### config.mk
export PLATFORM = sky130hd
export DESIGN_NAME = instruction_fetch_unit
export DESIGN_NICKNAME = d
export VERILOG_FILES = /design/src/rtl/mips_pkg.sv /design/src/rtl/fetch_fifo.sv /design/src/rtl/instruction_fetch_unit.sv
export SDC_FILE = /design/constraint.sdc
export NUM_CORES = 1
export LEC_CHECK = 0
export BUFFER_PORTS_ARGS = -buffer_cell sky130_fd_sc_hd__clkbuf_2
export CAP_MARGIN = 15
export CORE_ASPECT_RATIO = 1.4
export CORE_UTILIZATION = 55
export DETAILED_ROUTE_END_ITERATION = 6
export PLACE_DENSITY = 0.76
export RECOVER_POWER = 100
export SETUP_SLACK_MARGIN = 0.15
export SYNTH_ARGS = -nofsm -noshare
export SYNTH_HDL_FRONTEND = slang
export SYNTH_HIERARCHICAL = 1
export SYNTH_SLANG_ARGS = --single-unit
### constraint.sdc
create_clock -name clk -period 5.2 [get_ports clk]
set_clock_uncertainty 0.2 [all_clocks]
set_input_delay 1.56 -clock clk [delete_from_list [all_inputs] [get_ports clk]]
set_output_delay 1.56 -clock clk [all_outputs]
set_load 0.02 [all_outputs]
### src/rtl/mips_pkg.sv
// Shared constants and types for the MIPS core.
// The fetch stage uses the address/data widths, the reset PC and the PC increment.
package mips_pkg;

  localparam int ADDR_W = 32;
  localparam int DATA_W = 32;

  localparam logic [ADDR_W-1:0] RESET_PC = 32'h0000_0000;
  localparam logic [ADDR_W-1:0] PC_INC   = 32'd4;

  typedef struct packed {
    logic [ADDR_W-1:0] pc;
    logic [DATA_W-1:0] instr;
  } fetch_entry_t;

endpackage

### src/rtl/fetch_fifo.sv
// Small synchronous FIFO.
// Supports push and pop in the same cycle (even when full) and a single-cycle flush.
module fetch_fifo #(
  parameter int WIDTH = 64,
  parameter int DEPTH = 2
) (
  input  logic                       clk,
  input  logic                       rst,
  input  logic                       push,
  input  logic                       pop,
  input  logic                       flush,
  input  logic [WIDTH-1:0]           din,
  output logic [WIDTH-1:0]           dout,
  output logic                       full,
  output logic                       empty,
  output logic [$clog2(DEPTH+1)-1:0] count
);

  localparam int PTR_W = $clog2(DEPTH);
  localparam int CNT_W = $clog2(DEPTH + 1);

  logic [WIDTH-1:0] mem [DEPTH];
  logic [PTR_W-1:0] rd_ptr;
  logic [PTR_W-1:0] wr_ptr;
  logic [CNT_W-1:0] cnt;

  // NOTE: the storage is only a few flops, so it is cleared on reset.
  // This makes the head word read as zero straight out of reset.
  always_ff @(posedge clk) begin
    if (rst) begin
      rd_ptr <= '0;
      wr_ptr <= '0;
      cnt    <= '0;
      for (int i = 0; i < DEPTH; i++) mem[i] <= '0;
    end else if (flush) begin
      rd_ptr <= '0;
      wr_ptr <= '0;
      cnt    <= '0;
    end else begin
      if (push) begin
        mem[wr_ptr] <= din;
        wr_ptr      <= wr_ptr + 1'b1;
      end
      if (pop) rd_ptr <= rd_ptr + 1'b1;
      if (push && !pop)      cnt <= cnt + 1'b1;
      else if (pop && !push) cnt <= cnt - 1'b1;
    end
  end

  assign dout  = mem[rd_ptr];
  assign full  = (cnt == CNT_W'(DEPTH));
  assign empty = (cnt == '0);
  assign count = cnt;

endmodule

### src/rtl/instruction_fetch_unit.sv
// Fetch stage: the PC, one fetch per cycle from the instruction memory, and a buffer to decode.
// Optional FETCH_ALIGN_CHECK_EN turns a misaligned redirect into a sticky fault that halts fetch.
module instruction_fetch_unit
  import mips_pkg::*;
#(
  parameter int                ADDR_W    = mips_pkg::ADDR_W,
  parameter int                DATA_W    = mips_pkg::DATA_W,
  parameter logic [ADDR_W-1:0] RESET_PC  = mips_pkg::RESET_PC,
  parameter int                BUF_DEPTH = 2
) (
  input  logic              clk,
  input  logic              rst,
  output logic [ADDR_W-1:0] imem_addr,
  input  logic [DATA_W-1:0] imem_instr,
  input  logic              redirect_valid,
  input  logic [ADDR_W-1:0] redirect_pc,
  output logic              out_valid,
  input  logic              out_ready,
  output logic [DATA_W-1:0] out_instr,
  output logic [ADDR_W-1:0] out_pc,
  output logic              fault
);

  localparam int ENTRY_W = ADDR_W + DATA_W;
  localparam int CNT_W   = $clog2(BUF_DEPTH + 1);

  logic [ADDR_W-1:0]  pc;
  logic [ADDR_W-1:0]  redirect_target;
  logic               fetch_en;
  logic               pop;
  logic               halt;
  logic               full;
  logic               empty;
  logic [CNT_W-1:0]   count;
  logic [ENTRY_W-1:0] head;

`ifdef FETCH_ALIGN_CHECK_EN
  logic fault_q;

  assign redirect_target = redirect_pc;

  // Sticky until reset; a misaligned target is still loaded so it can be inspected.
  always_ff @(posedge clk) begin
    if (rst)                                        fault_q <= 1'b0;
    else if (redirect_valid && |redirect_pc[1:0]) fault_q <= 1'b1;
  end

  assign halt  = fault_q;
  assign fault = fault_q;
`else
  assign redirect_target = redirect_pc & ~ADDR_W'(3);
  assign halt            = 1'b0;
  assign fault           = 1'b0;
`endif

  // A pop frees a slot this cycle, so a full buffer can still take a new fetch.
  assign pop       = !empty && out_ready;
  assign out_valid = (count != '0);
  assign fetch_en  = !redirect_valid && !halt && (!full || pop);

  always_ff @(posedge clk) begin
    if (rst)                 pc <= RESET_PC;
    else if (redirect_valid) pc <= redirect_target;
    else if (fetch_en)       pc <= pc + ADDR_W'(PC_INC);
  end

  assign imem_addr = pc;

  fetch_fifo #(
    .WIDTH (ENTRY_W),
    .DEPTH (BUF_DEPTH)
  ) u_fifo (
    .clk   (clk),
    .rst   (rst),
    .push  (fetch_en),
    .pop   (pop),
    .flush (redirect_valid),
    .din   ({pc, imem_instr}),
    .dout  (head),
    .full  (full),
    .empty (empty),
    .count (count)
  );

  assign out_pc    = head[ENTRY_W-1 -: ADDR_W];
  assign out_instr = head[DATA_W-1:0];

endmodule

## Word-level counts from Yosys, hierarchy flattened

Memory sizes are Yosys's and may differ from the RTL's. A register that Yosys moved wholly into a read port is not among the register bits.
Cells that the tools add are included.

- Add/sub/neg operators: 5
- $mul: 0
- Divide/modulo/power cells: 0
- Order comparisons: 0
- Eq/ne operators: 1
- Shifts and indexed selects: 0
- Multiplexer cells: 15
- Bitwise gates (word level): 0
- Reductions and logical operators: 16

Operator list:

| operator | count |
|---|---|
| 32-bit two-way mux | 2 |
| 64-bit two-way mux | 1 |
| 64-bit OR reduction | 1 |
| 32-bit by 3-bit adder with 32-bit output, second input constant | 1 |
| 1-bit two-way mux | 10 |
| 2-bit nonzero test | 3 |
| 1-bit zero test | 5 |
| 1-bit logical AND | 4 |
| 2-bit two-way mux | 2 |
| 1-bit adder, second input constant | 2 |
| 2-bit by 1-bit adder with 2-bit output, second input constant | 1 |
| 2-bit == test, second input constant | 1 |
| 2-bit zero test | 1 |
| 2-bit OR reduction | 1 |
| 2-bit by 1-bit subtractor with 2-bit output, second input constant | 1 |
| 1-bit logical OR | 1 |

- Bits in registers: 36
- Bits in latches: 0
- Bits in writable memories: 128
- Bits in read-only memories: 0
- Input bits: 68
- Logic and storage cells: 43
- Memories: 1

Memories:

| name | words | width | read ports | clocked after memory_dff | wr ports | RTL line | source |
|---|---|---|---|---|---|---|---|
| u_fifo.mem | 2 | 64 | 1 | 1 | 2 | fetch_fifo.sv:22 | `logic [WIDTH-1:0] mem [DEPTH];` |

## Depth between registers and ports, before layout

Gate-level depths: netlist of the first run.

- Word-level depth: 11
- Gate-level depth with buffers: 9
- Gate-level depth less buffers: 8

## Hierarchy

The synthesis of the first run kept the hierarchy.

By module, submodules not included:

| module | instances | cells an instance | area each (um^2) | sequential area each (um^2) |
|---|---|---|---|---|
| fetch_fifo | 1 | 381 | 5883.1 | 3943.8 |
| instruction_fetch_unit | 1 | 247 | 1900.6 | 600.6 |

## Worst setup path after synthesis of the first run

OpenSTA, ideal clock, no wires.

- Path type: in2reg
- From: in redirect_valid
- To: mem u_fifo.mem[0][0], enable pin
- Library setup time: 0.421 ns
- Data arrival time: 3.974 ns
- Path slack: 0.605 ns
- Stages: 6
- Buffers on the path: 3
- Cell sequence: clkbuf_1 clkbuf_1 a21oi_1 nor2b_2 clkbuf_1 a21o_1

RTL lines:

| element | RTL line | source |
|---|---|---|
| from (decl) | instruction_fetch_unit.sv:15 | `input logic redirect_valid,` |
| to (decl) | fetch_fifo.sv:22 |  |

==> run metrics, run 1 <==
run status finished with violations; failing checks capacitance limit, slew limit; Lkg Pwr 3.80 nW; Worst Min Path Start u_fifo/count[1]$_SDFFE_PP0P_; CP dominant cell by count clkbuf_1; Max-Cap Viols 2; share of cells above drive strength 1 22.9%; FF-to-FF setup slack 1.49 ns; FF-to-FF End u_fifo/mem[1][16]$_SDFFCE_PN0P_; Routed WL 17200 um; routed via count 5618; H-tree levels 4; Port Buffers 160; crit-path max FO 37; DP HPWL 10800 um; Pins Over Slew Limit 164; worst vdd ir 0.288 mV; Die Span Y 143 um; Clock power frac 38.7%; clock tree buffer depth 2; CTS resizes 0; worst slew pin tran 1.92 ns; largest net degree at the start of global routing 130; Post-synth top cells and3_1 (130), edfxtp_1 (128), mux2_2 (64); cell internal pwr 0.00229 W; Final nets 834; CP Class reg -> out; CTS sink cnt 163; io pins 166; total die area 14600 um^2; DIE WIDTH 103 um; Post-synth ARST share 0%; Required @ worst endpoint 3.44 ns; root cell of the clock tree clkbuf_16; Final Wtd Congestion 0.856; Final min period 4.50 ns; Min-Delay Endpoint u_fifo/count[1]$_SDFFE_PP0P_; DRC 0; Antenna diodes 0; most area-consuming cells after synthesis edfxtp_1 (49%), and3_1 (10%), mux2_2 (9.3%), dfxtp_1 (9.0%), buf_6 (2.0%); post-synth cell types 51; Rows 51; CTS tree done; DR WL/cell 17.9 um; ANT nets after route 0; Total GRT Usage 23.4%; RSZ-0062 raised after global routing false; Top FF cell, synth edfxtp_1; synthesized area per cell 12.4 um^2; Fin Setup TNS 0 ns; share of power burned in registers 49.8%; initial antenna violation count 0; Slew headroom -27.7%; final setup fails 0; Post-CTS Hold Buffers 0; Cells after Synth 628; pwr/cell area 342 nW/um^2; cell with the most instances after synthesis and3_1; sequential share of the synthesized area 58.4%; CP Cell Sequence clkbuf_1 > mux2_2 > clkbuf_1; max frequency 0.222 GHz; Post-Syn Area 7780 um^2; PnR Total Power 0.00309 W; area grow syn2layout 15.8%; Synth Warn # 6; Final Cycle Share 86.5%; crit-path max cell delay 0.92 ns; leading area contributor after synthesis edfxtp_1; Crit path arrival time 2.74 ns; # Post-CTS Setup Buffers 0; switching power 0.000795 W; number of global-route vias before repair 5416; Reg clk slew, reported paths 0.07 ns; crit path max-delay cell type dfxtp_2; Hold Vio Cnt, Final 0; CORE AREA 13800 um^2; Pre-Repair DR Iteration Count 4; #FFs+latches synth 163; top-area cell type share of the netlist area 49.4%; drt first-iter violations 432; combinational share of power 11.5%; hold path depth 2; CP endpoint kind primary output; Sw Share 25.7%; starting density of the core 56.2%; TritonCTS buffer count 17; GRT overflow 0; reg2reg path depth 6; HP Class reg -> reg; critical path launch point type flip-flop; Via-to-Cell Ratio 5.84; Clock Latency Late Sink 0.41 ns; first-pass GRT wire length 26400 um; Post-synth EDFFs 128; worst reg2reg startpoint u_fifo/count[0]$_SDFFE_PP0P_
how the worst max path moves through the flow:
stage / from / to / slack [ns] / cells past startpoint
floorplan: redirect_valid / u_fifo/mem[0][0]$_SDFFCE_PN0P_ / 0.61 / 6
global placement: out_ready / u_fifo/mem[0][11]$_SDFFCE_PN0P_ / 1.07 / 6
detailed placement: out_ready / u_fifo/mem[0][23]$_SDFFCE_PN0P_ / 1.03 / 6
CTS: flip-flop / out_pc[29] / 1.11 / 3
global route: flip-flop / out_pc[24] / 0.51 / 3
finish: flip-flop / out_pc[23] / 0.70 / 3
sequential cells by signal, summed over array words and instances, names as in the netlist, named ones only:
name and cells:
u_fifo/count 2, u_fifo/rd_ptr 1, imem_addr 30, u_fifo/wr_ptr 1, u_fifo/mem 128
cell families after synthesis:
group           synth area share [%]
other cells                   0.0482
fa+ha+maj                      0.321
flops                           58.4
xor+xnor                        1.13
mux                             9.39
simple gates                    18.7
compound gates                  6.62
buf+inv                         5.45
routing by layer:
metal	global-route usage, %	share of wire, %	vias up
li1	-	-	2667
met1	29.5	42	2730
met2	39.1	51	188
met3	3.87	4.4	33
met4	10.7	2.8	0
met5	0	0	-
worst max-delay path, delay by kind of cell (launching register included):
family | cells | cell delay, ns
mux | 1 | 0.42
buf+inv | 2 | 0.98
flops | 1 | 0.92
final cells by class:
cell class	count	area [um^2]
Inverter	12	45.0
Tap cell	185	231
Clock inverter	11	90.1
Multi-Input combinational cell	401	2840
Sequential cell	163	4550
Timing Repair Buffer	169	772
Clock buffer	21	492
Fill cell	1117	4830
placed cells by master (no fill, tap or decap), types with 2 or more instances in the layout:
master / n
a2111oi_0: 4
a211oi_1: 10
a21o_2: 2
a21oi_1: 10
a311oi_1: 14
and3_1: 130
and4_1: 4
buf_12: 2
buf_4: 3
clkbuf_1: 89
clkbuf_16: 18
clkbuf_2: 75
clkbuf_8: 3
clkinv_4: 5
conb_1: 7
dfxtp_1: 34
edfxtp_1: 128
ha_1: 2
inv_1: 12
inv_4: 2
inv_6: 2
mux2_1: 6
mux2_2: 58
nand2_1: 15
nand2b_1: 2
nand3_1: 12
nand4_1: 11
nor2_1: 32
nor2b_1: 5
nor3_1: 6
nor3b_1: 2
nor4_1: 5
o21ai_0: 7
o31ai_1: 11
o41a_1: 2
or3_1: 7
or4_1: 9
xnor2_1: 8
xor2_1: 2
through the flow:
step | hold slack, ns | cell area [um^2] | std cells | utilization (%) | worst slack (ns)
2_1_floorplan | 0.274 | 7810 | 634 | - | 0.605
3_5_place_dp | 0.323 | 8560 | 930 | 61.8 | 1.03
4_1_cts | 0.334 | 9140 | 962 | 66.0 | 1.11
3_3_place_gp | 0.287 | 8560 | 930 | 61.8 | 1.07
5_1_grt | 0.372 | 9020 | 962 | 65.1 | 0.511
6_report | 0.342 | 9020 | 962 | 65.1 | 0.703
power by group through the flow:
stage	registers [W]	logic (W)	clock network, W
detailed placement	0.00157	0.000369	0
global placement	0.00156	0.000361	0
global route	0.00155	0.000384	0.00126
finish	0.00154	0.000355	0.00119
floorplan	0.00157	0.000238	0
CTS	0.00154	0.000371	0.00122
(Power assumes the default switching activity.)
==> run 2: changes to the inputs <==
--- a/config.mk
+++ b/config.mk
@@ -5,7 +5,8 @@
 export SDC_FILE = /design/constraint.sdc
 export NUM_CORES = 1
 export LEC_CHECK = 0
-export BUFFER_PORTS_ARGS = -buffer_cell sky130_fd_sc_hd__clkbuf_2
+export ABC_AREA = 1
+export BUFFER_PORTS_ARGS = -buffer_cell sky130_fd_sc_hd__buf_2
 export CAP_MARGIN = 15
 export CORE_ASPECT_RATIO = 1.4
 export CORE_UTILIZATION = 55
==> run 2 against run 1 <==
Net effect: worst setup slack better by 0.11 ns; the run still ends with capacitance limit, slew limit left; total power is 0.35% lower; combinational power is 5.6% lower; critical endpoint is now out_pc[31]; via count is 5.6% higher; worst hold slack worse by 0.049 ns; clock-buffer cell count is 3 lower; utilization is 0.57 points lower; final cell count is 21% higher; design area is 3.9% higher; highest routed layer unchanged.
==> run metrics, run 2 <==
Clock Latency Late Sink 0.42 ns (was 0.41 ns); # Post-CTS Setup Buffers 0 (unchanged); initial antenna violation count 1 (was 0); drt first-iter violations 284 (was 432); Synth Warn # 6 (unchanged); Inst Count DP 1127 (was 930); worst reg2reg startpoint u_fifo/count[0]$_SDFFE_PP0P_ (unchanged); Post-synth EDFFs 128 (unchanged); DIE WIDTH 105 um (was 103 um); compound-cell area share of the yosys netlist 3.99% (was 6.62%); largest family of logic cells by synthesized area simple AND/OR/NAND/NOR gates (unchanged); HP Class reg -> reg (unchanged); Port Buffers 160 (unchanged); Via-to-Cell Ratio 5.12 (was 5.84); synthesized area per cell 10.2 um^2 (was 12.4 um^2); top-area cell type share of the netlist area 47.0% (was 49.4%); routed via count 5935 (was 5618); #FFs+latches synth 163 (unchanged); Crit path arrival time 2.63 ns (was 2.74 ns); Post-Synth Adder-Cell Area 0.306% (was 0.321%); Final nets 1027 (was 834); RSZ-0062 raised after global routing false (unchanged); number of global-route vias before repair 5757 (was 5416); leading area contributor after synthesis edfxtp_1 (unchanged); max frequency 0.228 GHz (was 0.222 GHz); Routed WL 17200 um (about the same); TritonCTS buffer count 17 (unchanged); Top FF cell, synth edfxtp_1 (unchanged); Post-CTS Hold Buffers 0 (unchanged); Pins Over Slew Limit 65 (was 164); FF-to-FF End u_fifo/mem[0][45]$_SDFFCE_PN0P_ (was u_fifo/mem[1][16]$_SDFFCE_PN0P_); pwr/cell area 329 nW/um^2 (was 342 nW/um^2); Final min period 4.39 ns (was 4.50 ns); Post-synth ARST share 0% (unchanged); Final Cycle Share 84.3% (was 86.5%); CTS tree done (unchanged); failing checks capacitance limit, slew limit (unchanged); Required @ worst endpoint 3.44 ns (about the same); Fin Setup TNS 0 ns (unchanged); Finished Layout Cells 1160 (was 962); total die area 15400 um^2 (was 14600 um^2); worst slew pin tran 1.72 ns (was 1.92 ns); Pre-Repair DR Iteration Count 5 (was 4); root cell of the clock tree clkbuf_16 (unchanged); CP endpoint kind primary output (unchanged); FF-to-FF setup slack 2.00 ns (was 1.49 ns); area grow syn2layout 14.5% (was 15.8%); crit-path max FO 64 (was 37); H-tree levels 4 (unchanged); Post-synth top cells edfxtp_1 (128), nand2_1 (119), inv_1 (115) (was and3_1 (130), edfxtp_1 (128), mux2_2 (64)); CORE AREA 14500 um^2 (was 13800 um^2); Synth Area in XOR/XNOR 0.429% (was 1.13%); Cells after Synth 805 (was 628); Lkg Pwr 3.84 nW (was 3.80 nW); cell with the most instances after synthesis edfxtp_1 (was and3_1); starting density of the core 56.3% (was 56.2%); Max-Cap Viols 1 (was 2); crit path to out_pc[31] (was out_pc[23]); DR WL/cell 14.8 um (was 17.9 um); CTS resizes 0 (unchanged); post-synth cell types 35 (was 51); Filler cells 1288 (was 1117); Final Wtd Congestion 0.882 (was 0.856); Post-Syn Area 8180 um^2 (was 7780 um^2); final setup fails 0 (unchanged); most area-consuming cells after synthesis edfxtp_1 (47%), mux2_2 (8.8%), dfxtp_1 (8.6%), nor2_2 (6.6%), nand2_1 (5.5%) (was edfxtp_1 (49%), and3_1 (10%), mux2_2 (9.3%), dfxtp_1 (9.0%), buf_6 (2.0%)); Hold Vio Cnt, Final 0 (unchanged); Largest register FFs 128 (unchanged); DRC 0 (unchanged); mux cell area share after synthesis 8.82% (was 9.39%); run status finished with violations (unchanged); sequential share of the synthesized area 55.6% (was 58.4%); GRT overflow 0 (unchanged); Top reg by flops u_fifo/mem (unchanged); reg2reg path depth 11 (was 6); critical path launch point type flip-flop (unchanged); most common cell after layout, fill and taps aside nor2_1 (was and3_1); DP HPWL 11100 um (was 10800 um); Die Span Y 146 um (was 143 um); share of cells above drive strength 1 24.4% (was 22.9%); io pins 166 (unchanged); Total GRT Usage 23.0% (was 23.4%); worst vdd ir 0.226 mV (was 0.288 mV); clock tree buffer depth 2 (unchanged); largest net degree at the start of global routing 65 (was 130); ANT nets after route 0 (unchanged); most frequent cells in the layout nor2_1 (129), edfxtp_1 (128), inv_1 (118), nand2_1 (118), clkbuf_1 (81) (was and3_1 (130), edfxtp_1 (128), clkbuf_1 (89)); CP Class reg -> out (unchanged); first-pass GRT wire length 27400 um (was 26400 um); Post-Synth Simple-Gate Area 22.1% (was 18.7%); CTS sink cnt 163 (unchanged); Slew headroom -14.8% (was -27.7%); Rows 52 (was 51); Reg clk slew, reported paths 0.06 ns (was 0.07 ns)
-- run 2: cell count changes in the layout (fill, tap and decap cells not counted), moves of 11 or more --
cell      before  now
o21ai_0        7   19
nor2_2         0   30
a311oi_1      14    0
clkbuf_2      75    1
o31ai_1       11    0
nand2_1       15  118
buf_2          0   80
nor2_1        32  129
and3_1       130    0
nand3_1       12   41
inv_1         12  118
-- run 2: layer usage --
| metal | wire length, um | track usage [%] | vias up | share of wire, % |
|---|---|---|---|---|
| li1 | - | - | 2921 | - |
| met1 | 6930 | 26.7 | 2810 | 40 |
| met2 | 9090 | 42.0 | 185 | 53 |
| met3 | 794 | 4.06 | 19 | 4.6 |
| met4 | 344 | 8.31 | 0 | 2.0 |
| met5 | 0 | 0 | - | 0 |
-- run 2: cell families (layout without fill, tap and decap cells) --
kind of cell    count (synthesis)  after routing
compound gates                 57             57
mux                            64             64
flops                         163            163
xor+xnor                        4              4
fa+ha+maj                       2              2
buf+inv                       154            315
simple gates                  360            360
other cells                     1              6
-- run 2: power by group --
group          internal, W  switching [W]
Clock             0.000714       0.000512
Sequential         0.00147      0.0000422
Combinational     0.000110       0.000225
Total              0.00230       0.000778
-- run 2: worst min-delay path by stage --
stage | depth (start not counted) | from | slack [ns] | endpoint
5_1_grt | 2 | u_fifo/wr_ptr$_SDFFE_PP0P_ | 0.32 | u_fifo/wr_ptr$_SDFFE_PP0P_
6_report | 2 | u_fifo/wr_ptr$_SDFFE_PP0P_ | 0.29 | u_fifo/wr_ptr$_SDFFE_PP0P_
4_1_cts | 2 | u_fifo/wr_ptr$_SDFFE_PP0P_ | 0.33 | u_fifo/wr_ptr$_SDFFE_PP0P_
2_1_floorplan | 2 | u_fifo/wr_ptr$_SDFFE_PP0P_ | 0.26 | u_fifo/wr_ptr$_SDFFE_PP0P_
3_3_place_gp | 2 | u_fifo/wr_ptr$_SDFFE_PP0P_ | 0.31 | u_fifo/wr_ptr$_SDFFE_PP0P_
3_5_place_dp | 2 | u_fifo/wr_ptr$_SDFFE_PP0P_ | 0.32 | u_fifo/wr_ptr$_SDFFE_PP0P_
-- run 2: layout make-up --
type	count	area, um^2	area share [%]
Antenna cell	1	2.50	0.0267
Multi-Input combinational cell	492	2810	30.0
Clock inverter	14	153	1.63
Timing Repair Buffer	165	748	7.99
Clock buffer	18	429	4.58
Tap cell	189	236	2.53
Sequential cell	163	4550	48.5
Inverter	118	443	4.73
-- run 2: critical path, cell delays in order (launching register included) --
cell and delay, ns:
dfxtp_2 0.32, clkbuf_2 1.24, mux2_2 0.44, clkbuf_1 0.18
-- run 2: metrics by stage --
step	power, W	worst slack (ns)	hold WS [ns]	cell area (um^2)	util, %
after global placement	0.00189	1.17	0.306	9040	62.3
final	0.00308	0.815	0.293	9360	64.5
after detailed placement	0.00190	1.14	0.316	9040	62.3
after CTS	0.00312	1.38	0.325	9630	66.4
after global routing	0.00319	0.666	0.325	9360	64.5
after floorplan	0.00178	0.521	0.257	8190	-
